$ cat src/rtl/dsp38_seq_pkg.sv
// Shared widths, feedback codes, FSM states and frame-config bundle for the DSP38 MAC sequencer.
package dsp38_seq_pkg;

  localparam int A_W     = 20;
  localparam int B_W     = 18;
  localparam int Z_W     = 38;
  localparam int SHIFT_W = 6;

  localparam logic [2:0] FB_ACCUM = 3'd0;
  localparam logic [2:0] FB_LOAD  = 3'd1;

  typedef enum logic [1:0] {
    IDLE  = 2'd0,
    ISSUE = 2'd1,
    DRAIN = 2'd2,
    HOLD  = 2'd3
  } state_t;

  typedef struct packed {
    logic               unsigned_a;
    logic               unsigned_b;
    logic               saturate;
    logic               round;
    logic [SHIFT_W-1:0] shift_right;
  } cfg_t;

endpackage

$ cat src/rtl/dsp38_seq_issue.sv
// Registered DSP38 drive stage: puts accepted operand pairs on the DSP inputs one edge later,
// zeroes them on bubbles, and holds the frame config between frame starts.
module dsp38_seq_issue
  import dsp38_seq_pkg::*;
(
  input  logic           CLK,
  input  logic           RESET,
  input  logic           cfg_load,
  input  cfg_t           cfg,
  input  logic           accept,
  input  logic           first_term,
  input  logic [A_W-1:0] op_a,
  input  logic [B_W-1:0] op_b,
  output logic [A_W-1:0] dsp_a,
  output logic [B_W-1:0] dsp_b,
  output logic           dsp_load_acc,
  output logic [2:0]     dsp_feedback,
  output cfg_t           dsp_cfg
);

  cfg_t cfg_q;

  // Zero operands with LOAD_ACC low keep the accumulator frozen on non-accepting cycles.
  always_ff @(posedge CLK or posedge RESET) begin
    if (RESET) begin
      dsp_a        <= '0;
      dsp_b        <= '0;
      dsp_load_acc <= 1'b0;
      dsp_feedback <= FB_ACCUM;
      cfg_q        <= '0;
    end else begin
      dsp_load_acc <= accept;
      dsp_a        <= accept ? op_a : '0;
      dsp_b        <= accept ? op_b : '0;
      dsp_feedback <= (accept && first_term) ? FB_LOAD : FB_ACCUM;
      if (cfg_load) begin
        cfg_q <= cfg;
      end
    end
  end

  assign dsp_cfg = cfg_q;

endmodule

$ cat src/rtl/dsp38_mac_sequencer.sv
// Frame controller for a DSP38 in multiply-accumulate mode: streams operand pairs into the DSP,
// waits out the DSP pipeline, then captures Z and holds it on a valid/ready result port.
module dsp38_mac_sequencer
  import dsp38_seq_pkg::*;
#(
  parameter  int MAX_TERMS   = 64,
  parameter  int DSP_LATENCY = 1,
  localparam int NT_W        = $clog2(MAX_TERMS + 1)
) (
  input  logic               CLK,
  input  logic               RESET,
  input  logic               START,
  input  logic [NT_W-1:0]    NUM_TERMS,
  input  logic               CFG_UNSIGNED_A,
  input  logic               CFG_UNSIGNED_B,
  input  logic               CFG_SATURATE,
  input  logic               CFG_ROUND,
  input  logic [SHIFT_W-1:0] CFG_SHIFT_RIGHT,
  output logic               BUSY,
  input  logic               OP_VALID,
  output logic               OP_READY,
  input  logic [A_W-1:0]     OP_A,
  input  logic [B_W-1:0]     OP_B,
  output logic [A_W-1:0]     DSP_A,
  output logic [B_W-1:0]     DSP_B,
  output logic               DSP_LOAD_ACC,
  output logic [2:0]         DSP_FEEDBACK,
  output logic               DSP_SUBTRACT,
  output logic               DSP_UNSIGNED_A,
  output logic               DSP_UNSIGNED_B,
  output logic               DSP_SATURATE,
  output logic               DSP_ROUND,
  output logic [SHIFT_W-1:0] DSP_SHIFT_RIGHT,
  input  logic [Z_W-1:0]     DSP_Z,
  output logic               RES_VALID,
  input  logic               RES_READY,
  output logic [Z_W-1:0]     RES_DATA
);

  state_t          state;
  logic [NT_W-1:0] terms_left;
  logic [1:0]      drain_cnt;
  logic            first_term;
  logic [Z_W-1:0]  res_q;
  logic            accept;
  logic            frame_start;
  logic [NT_W-1:0] num_clamped;
  cfg_t            cfg_in;
  cfg_t            cfg_q;

  assign OP_READY    = (state == ISSUE);
  assign accept      = OP_READY & OP_VALID;
  assign frame_start = (state == IDLE) & START;
  assign num_clamped = (NUM_TERMS > NT_W'(MAX_TERMS)) ? NT_W'(MAX_TERMS) : NUM_TERMS;

  assign cfg_in = '{unsigned_a:  CFG_UNSIGNED_A,
                    unsigned_b:  CFG_UNSIGNED_B,
                    saturate:    CFG_SATURATE,
                    round:       CFG_ROUND,
                    shift_right: CFG_SHIFT_RIGHT};

  // Drain spans DSP_LATENCY+1 edges after the last accept so Z is sampled once it includes that term.
  always_ff @(posedge CLK or posedge RESET) begin
    if (RESET) begin
      state      <= IDLE;
      terms_left <= '0;
      drain_cnt  <= '0;
      first_term <= 1'b0;
      res_q      <= '0;
    end else begin
      case (state)
        IDLE: begin
          if (START) begin
            if (NUM_TERMS == '0) begin
              res_q <= '0;
              state <= HOLD;
            end else begin
              terms_left <= num_clamped;
              first_term <= 1'b1;
              state      <= ISSUE;
            end
          end
        end
        ISSUE: begin
          if (OP_VALID) begin
            first_term <= 1'b0;
            terms_left <= terms_left - NT_W'(1);
            if (terms_left == NT_W'(1)) begin
              drain_cnt <= 2'(DSP_LATENCY);
              state     <= DRAIN;
            end
          end
        end
        DRAIN: begin
          if (drain_cnt == 2'd0) begin
            res_q <= DSP_Z;
            state <= HOLD;
          end else begin
            drain_cnt <= drain_cnt - 2'd1;
          end
        end
        HOLD: begin
          if (RES_READY) begin
            state <= IDLE;
          end
        end
        default: state <= IDLE;
      endcase
    end
  end

  dsp38_seq_issue u_issue (
    .CLK          (CLK),
    .RESET        (RESET),
    .cfg_load     (frame_start),
    .cfg          (cfg_in),
    .accept       (accept),
    .first_term   (first_term),
    .op_a         (OP_A),
    .op_b         (OP_B),
    .dsp_a        (DSP_A),
    .dsp_b        (DSP_B),
    .dsp_load_acc (DSP_LOAD_ACC),
    .dsp_feedback (DSP_FEEDBACK),
    .dsp_cfg      (cfg_q)
  );

  assign DSP_SUBTRACT    = 1'b0;
  assign DSP_UNSIGNED_A  = cfg_q.unsigned_a;
  assign DSP_UNSIGNED_B  = cfg_q.unsigned_b;
  assign DSP_SATURATE    = cfg_q.saturate;
  assign DSP_ROUND       = cfg_q.round;
  assign DSP_SHIFT_RIGHT = cfg_q.shift_right;

  assign BUSY      = (state != IDLE);
  assign RES_VALID = (state == HOLD);
  assign RES_DATA  = res_q;

endmodule

$ cat config.mk
export PLATFORM = sky130hd
export DESIGN_NAME = dsp38_mac_sequencer
export DESIGN_NICKNAME = d
export VERILOG_FILES = /design/src/rtl/dsp38_seq_pkg.sv /design/src/rtl/dsp38_seq_issue.sv /design/src/rtl/dsp38_mac_sequencer.sv
export SDC_FILE = /design/constraint.sdc
export NUM_CORES = 1
export LEC_CHECK = 0
export ABC_AREA = 1
export BUFFER_PORTS_ARGS = -buffer_cell sky130_fd_sc_hd__buf_4
export CELL_PAD_IN_SITES_DETAIL_PLACEMENT = 0
export CELL_PAD_IN_SITES_GLOBAL_PLACEMENT = 1
export CORE_ASPECT_RATIO = 0.7
export CORE_MARGIN = 2
export CORE_UTILIZATION = 34
export CTS_BUF_LIST = sky130_fd_sc_hd__clkbuf_4
export CTS_CLUSTER_DIAMETER = 50
export CTS_CLUSTER_SIZE = 40
export DETAILED_ROUTE_END_ITERATION = 8
export PLACE_DENSITY = 0.81
export SKIP_CTS_REPAIR_TIMING = 1
export SYNTH_ARGS = -nofsm -noshare
export SYNTH_HDL_FRONTEND = slang
export SYNTH_HIERARCHICAL = 1
export SYNTH_SLANG_ARGS = --single-unit
$ cat constraint.sdc
create_clock -name CLK -period 1.8 [get_ports CLK]
set_input_delay 0.09 -clock CLK [delete_from_list [all_inputs] [get_ports CLK]]
set_output_delay 0.09 -clock CLK [all_outputs]
set_load 0.05 [all_outputs]
Yosys cells after proc, flatten, opt, wreduce, memory -nomap -nowiden:

Cells that the tools add are included.

* RAM bits: 0
* register bits after elaboration: 102
* ROM bits: 0
* latch bits: 0
* output and inout port bits: 94
* memories kept: 0
* logic and storage cells: 70
* bits of input ports: 98

* bitwise logic cells: 2
* mux-type cells: 27
* shifts and indexed selects: 0
* reductions and logical operators: 12
* multipliers: 0
* $add $sub $neg: 2
* $lt $le $gt $ge: 1
* eq/ne operators: 12
* div/mod/pow operators: 0

Operators with widths (number)
* 38-bit two-way mux: 3
* 38-bit case mux with 2 select lines: 1
* 7-bit two-way mux: 4
* 20-bit two-way mux: 1
* 18-bit two-way mux: 1
* 2-bit two-way mux: 9
* 7-bit case mux with 2 select lines: 1
* 4-bit AND reduction: 3
* 2-bit != test (second input constant): 5
* 2-bit case mux with 4 select lines: 1
* 2-bit nonzero test: 4
* 7-bit by 1-bit == test with 1-bit output (second input constant): 1
* 7-bit greater-than comparator (second input constant): 1
* 7-bit zero test: 1
* 7-bit by 1-bit subtractor with 7-bit output (second input constant): 1
* 2-bit by 1-bit != test with 1-bit output (second input constant): 3
* 5-bit AND reduction: 1
* 2-bit == test (second input constant): 2
* 2-bit zero test: 2
* 1-bit two-way mux: 4
* 2-bit case mux with 2 select lines: 1
* 1-bit bitwise AND: 2
* 2-bit by 1-bit == test with 1-bit output (second input constant): 1
* 1-bit case mux with 2 select lines: 1
* other kinds (2): 2

Logic depth before layout (Yosys ltp):

* depth after elaboration: 5
* mapped depth: 11
* gate-level depth less buffers: 9

Cells and area by module:

The synthesis kept the hierarchy.

By module, submodules not included
* dsp38_mac_sequencer: area an instance 2456.1 µm², seq. area each 1251.2 µm², times used 1, cells an instance 311
* dsp38_seq_issue: area an instance 1716.6 µm², seq. area each 1251.2 µm², times used 1, cells an instance 168

Worst setup path after synthesis:

OpenSTA, ideal clock, no wires.

* path kind: reg-to-reg
* start: register state[1]
* end: register first_term
* stages on the path, launching flop included: 8
* setup time: 0.117 ns
* setup slack: -0.059 ns
* path buffers: 0
* required time: 1.683 ns
* arrival: 1.742 ns
* period minus slack after synthesis: 1.859 ns
* cell sequence: dfrtp_1 inv_1 ha_1 inv_1 o21ai_1 nand3b_1 nand2_1 nand2_1

* word-level cells in the longest chain between the ends: 3
* elaborated cells between the ends (all ways): 8
* those cells by class: eq/ne: 4; mux: 1; reduce/logical: 3

RTL lines
* start: declaration: line dsp38_mac_sequencer.sv:40 `state_t state;`
* start signal: assignment: line dsp38_mac_sequencer.sv:65 `state <= IDLE;`
* start signal: assignment: line dsp38_mac_sequencer.sv:76 `state <= HOLD;`
* start signal: assignment: line dsp38_mac_sequencer.sv:80 `state <= ISSUE;`
* 2-bit by 1-bit == test with 1-bit output (*)
* named net OP_READY: line dsp38_mac_sequencer.sv:21 `output logic OP_READY,`
* 2-bit != test (no source line) / 2-bit nonzero test (equally long branches)
* 4-bit AND reduction (no source line)
* end signal: assignment: line dsp38_mac_sequencer.sv:68 `first_term <= 1'b0;`
* end signal: assignment: line dsp38_mac_sequencer.sv:79 `first_term <= 1'b1;`
* end signal: assignment: line dsp38_mac_sequencer.sv:86 `first_term <= 1'b0;`
* end: declaration: line dsp38_mac_sequencer.sv:43 `logic first_term;`

The timed path passes the listed nets; every way through them passes the cells marked *.
A chain may end at the register's enable or synchronous reset.

Worst setup path in the final report:

* start: register state[0]
* end: register res_q[32] (netlist: RES_DATA[32])

* word-level cells in the longest chain between the ends: 3
* elaborated cells between the ends (all ways): 8
* those cells by class: eq/ne: 4; mux: 1; reduce/logical: 3

RTL lines
* 2-bit == test / 2-bit zero test (equally long branches): line dsp38_mac_sequencer.sv:71 `case (state)`
* 2-bit != test (no source line) (tied with other cells)
* 4-bit AND reduction (no source line)
* end signal: assignment: line dsp38_mac_sequencer.sv:69 `res_q <= '0;`
* end signal: assignment: line dsp38_mac_sequencer.sv:75 `res_q <= '0;`
* end signal: assignment: line dsp38_mac_sequencer.sv:96 `res_q <= DSP_Z;`
* end: declaration: line dsp38_mac_sequencer.sv:44 `logic [Z_W-1:0] res_q;`

Several ways; a longest one is shown, not always the timed one.

==> summary.md <==
| Metric | Value |
|---|---|
| Proportion of synthesized chip area in sequential cells | 0.600 |
| Fraction of final layout cells with drive strength greater than 1 | 0.297 |
| Clk_lat worst skew | around 0.46 ns |
| Die outline area | approximately 13000 µm² |
| Diode count | 0 |
| Part of the cycle the worst path needs | 0.935 |
| Initial standard-cell utilization of the core | 0.352 |
| Vias in the first global route | 3436 |
| Time the final worst path needs with I/O delays and setup | between 1.5 and 2 ns |
| Top Ports | 192 |
| CTS H-Tree Depth | 3 |
| Iteration count of the initial detailed-routing pass | 4 |
| Required time at the worst-slack endpoint | around 2.1 ns |
| Fmax | around 590 MHz |
| Ys flop type | sky130_fd_sc_hd__dfrtp_1 |
| Dominant cells by area after synthesis | sky130_fd_sc_hd__dfrtp_1, sky130_fd_sc_hd__nand2_1, sky130_fd_sc_hd__inv_1, sky130_fd_sc_hd__o21ai_0, sky130_fd_sc_hd__ha_1 |
| Clock root buffer | sky130_fd_sc_hd__clkbuf_4 |
| Port Buf Inserts | between 150 and 200 |
| Non-filler instance count after layout | between 900 and 1k |
| Final clock skew | 0.0160 ns |
| Synth cell count leaders | sky130_fd_sc_hd__nand2_1, sky130_fd_sc_hd__dfrtp_1, sky130_fd_sc_hd__inv_1, sky130_fd_sc_hd__o21ai_0, sky130_fd_sc_hd__nand3_1 |
| Overall Global Routing Usage | 0.168 |
| Cell Area, Synth | between 4000 and 5000 µm² |
| Number of antenna violations at the first check in global routing | 0 |
| Post-synth EDFFs | 0 |
| Post-route DRC violation count | 0 |
| Number of nets with antenna violations after routing | 0 |
| Leakage dissipation | 3.88 nW |
| Post-synthesis cell type count | 24 |
| Number of warnings issued by yosys | 6 |
| TNS Setup | 0 ns |
| Count of final hold-check violations | 0 |
| Num rows | 33 |
| Post-detailed-placement half-perimeter wirelength | between 8000 and 9000 µm |
| Crit Path Class | reg2reg |
| Vias after detailed routing | between 3k and 4k |
| Number of failing setup endpoints in the final timing report | 0 |
| Async set-or-reset flop fraction in the synthesized netlist | 1.00 |
| Flip-flop and latch count after synthesis | 100 |
| Sink count of the clock tree | 100 |
| Clock buffers created by TritonCTS | 9 |
| Final-report max-slew violation count | 0 |
| Post-synth top area share | 0.600 |
| Bufs on Longest Clock Path | 2 |
| Horizontal extent of the die | around 140 µm |
| Cell with the most instances after synthesis | sky130_fd_sc_hd__nand2_1 |
| R2R Setup Slk | 0.12 ns |
| Peak VDD IR | about 0.0008 V |
| Max-cap violations | 0 |
| Power Density | roughly 1600 nW/µm² |
| Vias/cell | around 4.3 |
| Largest net degree at the start of global routing | 50 |
| Average wire length per cell after detail routing | around 13 µm |
| Transition time at the pin with the least slew margin | 0.566 ns |
| Vert. Die Dim | 96.7 µm |
| Area added between synthesis and finish | 66.7% |
| NumNets Final | a little under 900 |
| Synth area leader | sky130_fd_sc_hd__dfrtp_1 |
| Clock transition at path regs | 0.17 ns |
| Pwr Total | roughly 11 mW |
| Worst-path maximum fanout | 24 |
| Min-delay worst type | in2reg |
| Post-Syn Instances | 479 |
| Wire length of the first global-routing pass | ~17000 µm |
| Worst relative slew slack | 0.622 |
| Kind of capture point of the worst setup path | flop |
| Dpl cells | a little over 800 |
| Syn_area_per_cell | approximately 8.7 µm² |
| Crit path launch type | flop |
| Total Routed Length | 12500 µm |
| Filler Cell Count | 1032 |
| Result of the run | finished clean |
| Gpl congestion | 0.804 |
| Number of design-rule violations left by the first detailed-router iteration | 154 |
| TritonCTS clock tree | done |
| GR Overflow Total | 0 |
| Data arrival time of the critical path | 2.03 ns |
| Placeable core region | approximately 12000 µm² |
==> final timing paths <==
| check | from | endpoint | cells after the start |
|---|---|---|---|
| hold reg to reg | first_term | u_issue/dsp_feedback[0] | 2 |
| setup reg to reg | state[0] | RES_DATA[32] | 9 |
| setup / recovery | state[0] | RES_DATA[32] | 9 |
| max in group asynchronous | RESET | RES_DATA[1] | 4 |
| hold / removal | NUM_TERMS[2] | terms_left[2] | 5 |
| min in group asynchronous | RESET | u_issue/dsp_cfg[5] | 3 |
==> kinds of logic (layout without fill, tap and decap cells) <==
family | Yosys count | in the layout | synth area share
fa+ha+maj | 8 | 8 | 0.0240
simple gates | 236 | 236 | 0.222
mux | 1 | 1 | 0.00240
flops | 100 | 100 | 0.600
other cells | 2 | 3 | 0.00180
buf+inv | 82 | 373 | 0.0888
compound gates | 49 | 49 | 0.0594
xor+xnor | 1 | 1 | 0.00210
==> worst max-delay path, stage by stage, from the launching register on <==
cell	delay, ns
sky130_fd_sc_hd__dfrtp_1	0.43
sky130_fd_sc_hd__inv_1	0.12
sky130_fd_sc_hd__ha_1	0.20
sky130_fd_sc_hd__inv_2	0.04
sky130_fd_sc_hd__or2_1	0.20
sky130_fd_sc_hd__nand2_1	0.09
sky130_fd_sc_hd__nor2_2	0.05
sky130_fd_sc_hd__nand2_4	0.14
sky130_fd_sc_hd__clkbuf_16	0.22
sky130_fd_sc_hd__o21ai_0	0.08
==> layout by cell type, fill, tap and decap left out <==
cell and count:
sky130_fd_sc_hd__or2_1 1, sky130_fd_sc_hd__dfrtp_1 100, sky130_fd_sc_hd__o21ai_1 16, sky130_fd_sc_hd__nand3_1 17, sky130_fd_sc_hd__conb_1 3, sky130_fd_sc_hd__clkbuf_16 1, sky130_fd_sc_hd__nand2_4 1, sky130_fd_sc_hd__ha_1 7
sky130_fd_sc_hd__mux2i_1 1, sky130_fd_sc_hd__nand4_1 2, sky130_fd_sc_hd__inv_1 56, sky130_fd_sc_hd__buf_8 1, sky130_fd_sc_hd__nor2_1 14, sky130_fd_sc_hd__nand2_1 197, sky130_fd_sc_hd__bufinv_16 2, sky130_fd_sc_hd__clkinv_4 1
sky130_fd_sc_hd__a21o_1 1, sky130_fd_sc_hd__inv_2 3, sky130_fd_sc_hd__buf_4 198, sky130_fd_sc_hd__o21ai_0 32, sky130_fd_sc_hd__dlygate4sd3_1 93, sky130_fd_sc_hd__buf_12 4, sky130_fd_sc_hd__xnor2_1 1, sky130_fd_sc_hd__nor2_2 1
sky130_fd_sc_hd__nor2_4 1, sky130_fd_sc_hd__clkbuf_4 9, sky130_fd_sc_hd__nand3b_1 1, sky130_fd_sc_hd__or2_2 1, sky130_fd_sc_hd__ha_2 1, sky130_fd_sc_hd__inv_8 1, sky130_fd_sc_hd__clkinvlp_4 2, sky130_fd_sc_hd__inv_6 2
==> where the power goes <==
| group | switching, mW | internal (mW) |
|---|---|---|
| Clock | 0.798 | 0.585 |
| Sequential | 0.443 | 3.00 |
| Combinational | 4.44 | 2.09 |
==> registers in the layout (all words and copies together) (netlist names) <==
signal,count
u_issue/dsp_a,20
state,2
u_issue/dsp_cfg,10
terms_left,7
drain_cnt,2
u_issue/dsp_feedback,1
u_issue/dsp_load_acc,1
u_issue/dsp_b,18
first_term,1
RES_DATA,38
==> metrics by stage <==
step | area [µm²] | setup WS (ns) | utilization | hold slack [ns]
4_1_cts | 5950 | 0.0150 | 0.502 | -0.346
3_5_place_dp | 5770 | 0.0422 | 0.487 | 0.187
5_1_grt | 6960 | -0.0108 | 0.587 | 0.0559
6_report | 6960 | 0.117 | 0.587 | 0.0439
2_1_floorplan | 4180 | 0.00763 | - | 0.194
3_3_place_gp | 5770 | 0.139 | 0.487 | 0.184
==> layout make-up <==
type | count | area [µm²] | area share
clock buffers | 9 | 67.6 | 0.00971
clock inverters | 7 | 105 | 0.0151
inverters | 60 | 229 | 0.0329
multi-input cells | 298 | 1320 | 0.190
flip-flops and latches | 100 | 2500 | 0.360
well taps | 157 | 196 | 0.0282
repair buffers | 297 | 2540 | 0.365
==> metal layers <==
layer  global-route usage  wire length, µm  up-vias
li1                     -                -     2016
met1                0.227             5490     1858
met2                0.264             6330      103
met3               0.0404              471       21
met4               0.0553              212        0
met5                    0                0        -
No activity file was read; power rests on OpenSTA's default activity.
